===== config.mk =====
export PLATFORM = sky130hd
export DESIGN_NAME = sgpr_recovery_flat
export DESIGN_NICKNAME = d
export VERILOG_FILES = /design/src/rtl/sgpr_pkg.sv /design/src/rtl/sgpr_recovery_if.sv /design/src/rtl/sgpr_golden_rf.sv /design/src/rtl/sgpr_recovery.sv /design/src/flat_wrapper.sv
export SDC_FILE = /design/constraint.sdc
export NUM_CORES = 2
export LEC_CHECK = 0
export CAP_MARGIN = 30
export CORE_ASPECT_RATIO = 0.9
export CORE_MARGIN = 2
export CORE_UTILIZATION = 49
export DETAILED_ROUTE_END_ITERATION = 8
export PLACE_DENSITY_LB_ADDON = 0.05
export SKIP_CTS_REPAIR_TIMING = 1
export SYNTH_ARGS = -nofsm -noshare
export SYNTH_HDL_FRONTEND = slang
export SYNTH_SLANG_ARGS = --single-unit

===== constraint.sdc =====
create_clock -name clk_i -period 2.3 [get_ports clk_i]
set_input_delay 0.23 -clock clk_i [delete_from_list [all_inputs] [get_ports clk_i]]
set_output_delay 0.23 -clock clk_i [all_outputs]
set_load 0.05 [all_outputs]

===== src/rtl/sgpr_pkg.sv =====
// Shared types and constants for the shared-GPR recovery block.
package sgpr_pkg;
    typedef enum logic [1:0] {RUN, HALT, RESTORE, RESUME} sgpr_state_e;

    localparam int NUM_REGS          = 32;
    localparam int FIRST_RESTORE_REG = 1;
    localparam int LAST_RESTORE_REG  = 31;
endpackage


===== src/rtl/sgpr_recovery_if.sv =====
// Comparator-side bus into the recovery block and the restore/status bus out of it.
interface sgpr_recovery_if #(
    parameter int DATA_WIDTH    = 32,
    parameter int ADDR_WIDTH    = 5,
    parameter int ERR_CNT_WIDTH = 16
);
    logic                     we_a_i;
    logic                     we_b_i;
    logic [ADDR_WIDTH-1:0]    addr_i;
    logic [DATA_WIDTH-1:0]    data_i;
    logic                     mismatch_i;
    logic                     halt_o;
    logic                     restore_we_o;
    logic [ADDR_WIDTH-1:0]    restore_addr_o;
    logic [DATA_WIDTH-1:0]    restore_data_o;
    logic                     recovering_o;
    logic [ERR_CNT_WIDTH-1:0] err_count_o;

    modport master (
        output we_a_i, we_b_i, addr_i, data_i, mismatch_i,
        input  halt_o, restore_we_o, restore_addr_o, restore_data_o, recovering_o, err_count_o
    );

    modport slave (
        input  we_a_i, we_b_i, addr_i, data_i, mismatch_i,
        output halt_o, restore_we_o, restore_addr_o, restore_data_o, recovering_o, err_count_o
    );
endinterface


===== src/rtl/sgpr_golden_rf.sv =====
// Golden GPR copy: one synchronous write port, one combinational read port, x0 reads zero.
module sgpr_golden_rf
    import sgpr_pkg::*;
#(
    parameter int DATA_WIDTH = 32,
    parameter int ADDR_WIDTH = 5
) (
    input  logic                  clk_i,
    input  logic                  rst_ni,
    input  logic                  we,
    input  logic [ADDR_WIDTH-1:0] waddr,
    input  logic [DATA_WIDTH-1:0] wdata,
    input  logic [ADDR_WIDTH-1:0] raddr,
    output logic [DATA_WIDTH-1:0] rdata
);
    localparam int ENTRIES = 1 << ADDR_WIDTH;

    logic [DATA_WIDTH-1:0] mem [ENTRIES];

    always_ff @(posedge clk_i or negedge rst_ni) begin
        if (!rst_ni) begin
            for (int i = 0; i < ENTRIES; i++) mem[i] <= '0;
        end else if (we && waddr != '0) begin
            mem[waddr] <= wdata;
        end
    end

    assign rdata = (raddr == '0) ? '0 : mem[raddr];
endmodule


===== src/rtl/sgpr_recovery.sv =====
// Commits agreed GPR writes to the golden copy; on a qualified mismatch halts both cores and replays x1..x31.
module sgpr_recovery
    import sgpr_pkg::*;
#(
    parameter int DATA_WIDTH    = 32,
    parameter int ADDR_WIDTH    = 5,
    parameter int ERR_CNT_WIDTH = 16
) (
    input logic clk_i,
    input logic rst_ni,
    sgpr_recovery_if.slave bus
);
    sgpr_state_e state, state_nxt;
    logic [ADDR_WIDTH-1:0]    idx, idx_nxt;
    logic [ERR_CNT_WIDTH-1:0] err_cnt;
    logic [DATA_WIDTH-1:0]    rf_rdata;
    logic                     qual_err, commit, restoring;

    // Mismatch with no write enable is a don't-care difference, not an error.
    assign qual_err = bus.mismatch_i && (bus.we_a_i || bus.we_b_i);
    assign commit   = (state == RUN) && bus.we_a_i && bus.we_b_i && !bus.mismatch_i;

    sgpr_golden_rf #(
        .DATA_WIDTH (DATA_WIDTH),
        .ADDR_WIDTH (ADDR_WIDTH)
    ) u_golden (
        .clk_i (clk_i),
        .rst_ni(rst_ni),
        .we    (commit),
        .waddr (bus.addr_i),
        .wdata (bus.data_i),
        .raddr (idx),
        .rdata (rf_rdata)
    );

    always_ff @(posedge clk_i or negedge rst_ni) begin
        if (!rst_ni) begin
            state <= RUN;
            idx   <= '0;
        end else begin
            state <= state_nxt;
            idx   <= idx_nxt;
        end
    end

    always_comb begin
        state_nxt = state;
        idx_nxt   = idx;
        case (state)
            RUN:     if (qual_err) state_nxt = HALT;
            HALT: begin
                state_nxt = RESTORE;
                idx_nxt   = ADDR_WIDTH'(FIRST_RESTORE_REG);
            end
            RESTORE: begin
                idx_nxt = idx + 1'b1;
                if (idx == ADDR_WIDTH'(LAST_RESTORE_REG)) state_nxt = RESUME;
            end
            RESUME:  state_nxt = RUN;
            default: state_nxt = RUN;
        endcase
    end

    always_ff @(posedge clk_i or negedge rst_ni) begin
        if (!rst_ni) begin
            err_cnt <= '0;
        end else if (state == RUN && qual_err && err_cnt != '1) begin
            err_cnt <= err_cnt + 1'b1;
        end
    end

    // All outputs decode registered state only; no input reaches them combinationally.
    assign restoring           = (state == RESTORE);
    assign bus.halt_o          = (state != RUN);
    assign bus.recovering_o    = (state == HALT);
    assign bus.restore_we_o    = restoring;
    assign bus.restore_addr_o  = restoring ? idx : '0;
    assign bus.restore_data_o  = restoring ? rf_rdata : '0;
    assign bus.err_count_o     = err_cnt;
endmodule

===== src/flat_wrapper.sv =====
// flat-port wrapper written by rule: the top's interface ports become plain ports
module sgpr_recovery_flat import sgpr_pkg::*;
#(
    parameter int DATA_WIDTH    = 32,
    parameter int ADDR_WIDTH    = 5,
    parameter int ERR_CNT_WIDTH = 16
)
  (clk_i, rst_ni, bus_we_a_i, bus_we_b_i, bus_addr_i, bus_data_i, bus_mismatch_i, bus_halt_o, bus_restore_we_o, bus_restore_addr_o, bus_restore_data_o, bus_recovering_o, bus_err_count_o);
  sgpr_recovery_if #(.DATA_WIDTH(DATA_WIDTH), .ADDR_WIDTH(ADDR_WIDTH), .ERR_CNT_WIDTH(ERR_CNT_WIDTH)) bus_i ();
  input logic clk_i;
  input logic rst_ni;
  input wire logic [$bits(bus_i.we_a_i)-1:0] bus_we_a_i;
  input wire logic [$bits(bus_i.we_b_i)-1:0] bus_we_b_i;
  input wire logic [$bits(bus_i.addr_i)-1:0] bus_addr_i;
  input wire logic [$bits(bus_i.data_i)-1:0] bus_data_i;
  input wire logic [$bits(bus_i.mismatch_i)-1:0] bus_mismatch_i;
  output wire logic [$bits(bus_i.halt_o)-1:0] bus_halt_o;
  output wire logic [$bits(bus_i.restore_we_o)-1:0] bus_restore_we_o;
  output wire logic [$bits(bus_i.restore_addr_o)-1:0] bus_restore_addr_o;
  output wire logic [$bits(bus_i.restore_data_o)-1:0] bus_restore_data_o;
  output wire logic [$bits(bus_i.recovering_o)-1:0] bus_recovering_o;
  output wire logic [$bits(bus_i.err_count_o)-1:0] bus_err_count_o;
  assign bus_i.we_a_i = bus_we_a_i;
  assign bus_i.we_b_i = bus_we_b_i;
  assign bus_i.addr_i = bus_addr_i;
  assign bus_i.data_i = bus_data_i;
  assign bus_i.mismatch_i = bus_mismatch_i;
  assign bus_halt_o = bus_i.halt_o;
  assign bus_restore_we_o = bus_i.restore_we_o;
  assign bus_restore_addr_o = bus_i.restore_addr_o;
  assign bus_restore_data_o = bus_i.restore_data_o;
  assign bus_recovering_o = bus_i.recovering_o;
  assign bus_err_count_o = bus_i.err_count_o;
  sgpr_recovery #(.DATA_WIDTH(DATA_WIDTH), .ADDR_WIDTH(ADDR_WIDTH), .ERR_CNT_WIDTH(ERR_CNT_WIDTH)) u_core (.clk_i(clk_i), .rst_ni(rst_ni), .bus(bus_i));
endmodule

# Word-level counts from Yosys, hierarchy flattened
# Cells that the tools add are included.
dict set report totals {
  regBits 1047
  latch_bits 0
  mem_bits_rw 0
  rom_bits 0
  inputBits 42
  out_inout_bits 56
  elab_cells 78
  memories 0
}
dict set report classes {
  n_addsub 2
  multipliers 0
  n_div 0
  order_cmp 3
  n_eq_ne 7
  shift 0
  muxes 13
  bitwise 2
  reduce_logical 16
}
# op n
set op_table {}
lappend op_table {{bitwise mux 1024 bit} 1}
lappend op_table {{binary-select mux 32 bit (select 5 bit)} 1}
lappend op_table {{demux 32 bit (select 5 bit)} 1}
lappend op_table {{two-way mux 32 bit} 5}
lappend op_table {{adder 16 x 1 -> 16 bit, second input constant} 1}
lappend op_table {{inequality test 16 bit, second input constant} 1}
lappend op_table {{greater-or-equal comparator 6 bit, second input constant} 2}
lappend op_table {{inverter 5 -> 6 bit} 2}
lappend op_table {{one-hot mux 5 bit (2 select lines)} 1}
lappend op_table {{logical AND 1 bit} 8}
lappend op_table {{one-hot mux 2 bit (4 select lines)} 1}
lappend op_table {{< comparator 6 x 1 -> 1 bit, second input constant} 1}
lappend op_table {{adder 5 x 1 -> 5 bit, second input constant} 1}
lappend op_table {{equality test 5 bit, second input constant} 1}
lappend op_table {{zero test 5 bit} 1}
lappend op_table {{two-way mux 5 bit} 1}
lappend op_table {{nonzero test 5 bit} 1}
lappend op_table {{equality test 2 bit, second input constant} 2}
lappend op_table {{two-way mux 2 bit} 2}
lappend op_table {{nonzero test 2 bit} 2}
lappend op_table {{equality test 2 x 1 -> 1 bit, second input constant} 1}
lappend op_table {{zero test 2 bit} 1}
lappend op_table {{inequality test 2 x 1 -> 1 bit, second input constant} 1}
lappend op_table {{inequality test 2 bit, second input constant} 1}
lappend op_table {{3 further kinds} 3}

# Longest topological paths before layout
dict set report depth {
  word_depth 6
  depth_mapped 10
  depth_no_buf 6
}

# Hierarchy
# A second synthesis with hierarchy kept.
dict set report unflattened {
  hier_cells 3107
  area_unflattened_um2 47903.4
}
# mod instances cells_per_inst area_per_inst_um2 seq_area_each_um2
set modules_own_cells {}
lappend modules_own_cells {sgpr_golden_rf 1 2949 46417.0 25624.6}
lappend modules_own_cells {sgpr_recovery 1 158 1486.4 575.6}

# Worst setup path after synthesis
# Ideal clock, no wire load.
dict set report synth_path {
  path_type {reg-to-output}
  from {reg u_core.idx[0]}
  to {out bus_restore_data_o[29]}
  arrival_ps 2816
  required_time_ps 2070
  slack_ps -746
  path_stages_with_launch 10
  path_buffers 5
  cell_sequence {dfrtp_1 buf_4 buf_6 buf_4 buf_6 buf_4 inv_1 ha_1 a31o_2 a221oi_1}
}
dict set report synth_via {
  elab_chain_cells 6
  word_cells_on_any_way 7
  classes_between {5 x mux; 1 x bitwise; 1 x reduce/logical}
}
# element line
set synth_rtl {}
lappend synth_rtl {{from (decl)} sgpr_recovery.sv:14} ;# logic [ADDR_WIDTH-1:0] idx, idx_nxt;
lappend synth_rtl {{from (signal assigned)} sgpr_recovery.sv:42} ;# idx <= idx_nxt;
lappend synth_rtl {{inverter 5 -> 6 bit (implied by the code)} sgpr_golden_rf.sv:28} ;# assign rdata = (raddr == '0) ? '0 : mem[raddr];
lappend synth_rtl {{binary-select mux 32 bit (select 5 bit)} sgpr_golden_rf.sv:28}
lappend synth_rtl {{two-way mux 32 bit (implied by the code) (2 in a row)} sgpr_golden_rf.sv:28}
lappend synth_rtl {{two-way mux 32 bit *} sgpr_golden_rf.sv:28}
lappend synth_rtl {{two-way mux 32 bit *} sgpr_recovery.sv:78} ;# assign bus.restore_data_o = restoring ? rf_rdata : '0;
lappend synth_rtl {{to (decl)} flat_wrapper.sv:20} ;# output wire logic [$bits(bus_i.restore_data_o)-1:0] bus_restore_data_o;
# Every way passes the cells marked *; elsewhere a longest branch is shown, timed or not. The select of a mux whose other input is x is not followed.

# Worst setup path in the final report
dict set report layout_path {
  from {reg u_core.idx[0]}
  to {out bus_restore_data_o[25]}
}
# Same word-level chain as after synthesis.

==> flow_summary_export.csv <==
group,metric,value,unit
worst_setup_path,worst_path_max_delay_cell,"mux4_2",
timing,finalHoldWorstSlack,136,ps
synth,synth_top_family_by_area,"multiplexers",
power_and_ir_drop,clkPwrFrac,40.1,%
power_and_ir_drop,peakVddDrop,0.689,mV
power_and_ir_drop,switching_share,26.9,%
timing,worst_slew_margin_rel,33.1,%
worst_setup_path,worst_setup_path_start_kind,"flop",
floorplanning,num_rows,109,
timing,rsz0062_at_grt,"true",
clock_network,clk_latency,710,ps
clock_network,cts-root-buf,"clkbuf_16",
timing,max_clock_freq,0.308,GHz
synth,yosysUniqueCellTypes,56,
run_status,violations,"negative setup slack",
synth,synth_adder_area_share,0.208,%
clock_network,numCtsBuffers,111,
synth,synth.top_cell.area_share,54.4,%
synth,synth_compound_area_share,3.56,%
grt,grt_pass1_wl,207,mm
synth,yosys-top-cells-area,"dfrtp_1, mux2_2, mux4_2",
synth,ys_seq_area_share,54.4,%
worst_setup_path,crit_cells,7,
worst_setup_path,cp_top_family,"multiplexers",
clock_network,htree_levels,3,
timing,setup_ws,-945,ps
worst_setup_path,worstPathArrival,3020,ps
clock_network,cts_tree,"done",
floorplanning,die_x,334,um
drt,vias,30000,
grt,grt_overflow,0,
floorplanning,coreArea,97800,sq um
power_and_ir_drop,power.leakage,28.8,nW
drt,drc_errors,0,
timing,final_hold_viol_count,0,
synth,yosysTopAreaCell,"dfrtp_1",
grt,grt_pass1_vias,31100,
grt,grt_max_degree,97,
worst_setup_path,slowest_delay,510,ps
timing,period_share,141,%
synth,yosysWarnings,0,
synth,synth-simple-area-share,2.38,%
grt,antenna_found_initial,3,
synth,synthArstFlopShare,100,%
worst_setup_path,cp_max_fo,8,
worst_setup_path,path_class,"reg -> out",
place,pre_cts_slack,-305,ps
worst_setup_path,worstSetupEndpointType,"primary output",
floorplanning,ioPinCount,98,
place,hpwlAfterDp,87.9,mm
timing,setup_viol,613,
synth,synth-xor-area-share,0.218,%
drt,wl_per_cell,31.9,um
timing,finClkSkew,33.3,ps
clock_network,path_clk_slew,60,ps
power_and_ir_drop,p_int,0.0342,W
finish,syn_to_final_growth,25.4,%
power_and_ir_drop,p_per_area,775,nW/um^2
timing,tightest_slew,1000,ps
run,drv_cap,0,
worst_setup_path,reg2reg_depth,12,
worst_setup_path,required,2070,ps
drt,drt_first_pass_iters,5,
worst_setup_path,crit_buf_inv,3,
floorplanning,die_area,101000,sq um
drt,antenna_left,0,
drt,first_iter_violations,2368,
synth,yosysMostFrequentCell,"mux2_2",
synth,mappedNetlistNets,3306,
power_and_ir_drop,p_sw,0.0126,W
floorplanning,die_y,301,um
run_status,outcome,"finished with violations",
finish,drive_gt1_share,55.4,%
worst_setup_path,cp_cell_sequence,"buf_12 > clkbuf_16 > mux4_2 > mux2_4 > a221o_1 > o311a_4 > buf_8",
worst_hold_path,hp-class,"in -> async",
synth,synth_edf_count,0,
drt,routed_wirelength,157,mm
synth,syn_avg_cell_area,14.8,sq um
synth,synthCells,3256,
synth,synthMuxAreaShare,35.8,%
power_and_ir_drop,p_seq_share,41.1,%
clock_network,clock_sinks,1047,
floorplanning,start_util,49.3,%
timing,min_period,3250,ps
timing,report.final.slew_viol_count,0,
synth,ys.flop_type,"dfrtp_1",
finish,num-nets-final,3593,
clock_network,clk_path_buf_depth,3,
synth,synth-seq-cells,1047,
synth,syn-cell-area,48200,sq um
drt,viasPerCell,6.11,
place,port_buffers,97,
place,place_congestion,0.801,
finish,n_fill_cell,7247,
synth,synthTopCellsByCount,"mux2_2, dfrtp_1, clkbuf_1",
power_and_ir_drop,pwr-share-comb,18.9,%
grt,grt_usage,27.9,%
power_and_ir_drop,total_power,0.0468,W
==> cell type report <==
class                   count  area, sq um  share of cell area, %
diodes                      2         5.00                0.00829
flip-flops and latches   1047        26200                   43.4
multi-input cells        1857        21600                   35.7
repair buffers            516         7150                   11.8
clock buffers             163         3290                   5.44
clock inverters            41          534                  0.885
well taps                1276         1600                   2.64
inverters                  10         40.0                 0.0663
==> worst reg2reg max path, stage by stage, from the launching register on <==
cell,delay (ps)
dfrtp_1,390
buf_6,130
inv_4,50
ha_4,180
nand4b_1,150
buf_4,170
nor3_4,160
buf_6,140
buf_6,100
nand4b_1,170
buf_6,220
clkbuf_16,210
mux2_2,290
==> worst paths after layout <==
kind	endpoint	slack, ps	start
max	bus_restore_data_o[25]	-950	u_core.idx[0]$_DFFE_PN0P_
min	u_core.u_golden.mem[884]$_DFFE_PN0P_	140	rst_ni
max reg2reg	u_core.u_golden.mem[239]$_DFFE_PN0P_	-200	u_core.state[1]$_DFFE_PN0P_
min reg2reg	u_core.u_golden.mem[1007]$_DFFE_PN0P_	370	u_core.u_golden.mem[1007]$_DFFE_PN0P_
max in group asynchronous	u_core.u_golden.mem[879]$_DFFE_PN0P_	1140	rst_ni
min in group clk_i	u_core.u_golden.mem[1007]$_DFFE_PN0P_	370	u_core.u_golden.mem[1007]$_DFFE_PN0P_
==> per-layer routing <==
metal | routed length [um] | vias up | GRT usage [%]
met2 | 74700 | 875 | 45.2
met3 | 8160 | 255 | 4.91
met5 | 0 | - | 0
met4 | 5330 | 0 | 9.09
met1 | 68500 | 16300 | 38.5
li1 | - | 12600 | -
==> power groups by stage <==
stage	clock (W)	sequential, W	combinational, W
floorplan	0	0.0195	0.00435
global placement	0	0.0195	0.00758
detailed placement	0	0.0196	0.00770
CTS	0.0190	0.0192	0.00774
global route	0.0198	0.0193	0.00926
finish	0.0188	0.0192	0.00883
==> flip-flops by register name (all words and copies together), names as in the netlist <==
signal	count
u_core.u_golden.mem	1024
u_core.state	2
u_core.idx	5
u_core.bus.err_count_o	16
==> cells by family after synthesis <==
family	after synthesis
AND/OR/NAND/NOR	220
XOR/XNOR	12
adder cells (fa/ha/maj)	8
flip-flops	1047
buffers and inverters	352
AO/OA/AOI/OAI	237
multiplexers	1380
==> cell usage in the layout (no fill, tap or decap), drive strengths merged, types with 36 or more instances in the layout <==
master         synthesis  final
clkdlybuf4s50          0     56
mux4                 161    161
buf                  144    412
a211oi                36     36
mux2i                 98     98
clkbuf               198    209
dfrtp               1047   1047
nor2                  86     86
mux2                1121   1121
o21ai                 39     39
==> metrics by stage <==
step	instances	utilization [%]	cell area (sq um)	TNS (ps)
5_1_grt	4911	61.8	60400	-90150
2_1_floorplan	3256	-	48500	0
6_report	4912	61.8	60400	-66300
3_3_place_gp	4598	54.7	53500	-81100
4_1_cts	4802	58.6	57300	-150440
3_5_place_dp	4598	54.7	53500	-103920
(Power assumes the default switching activity.)
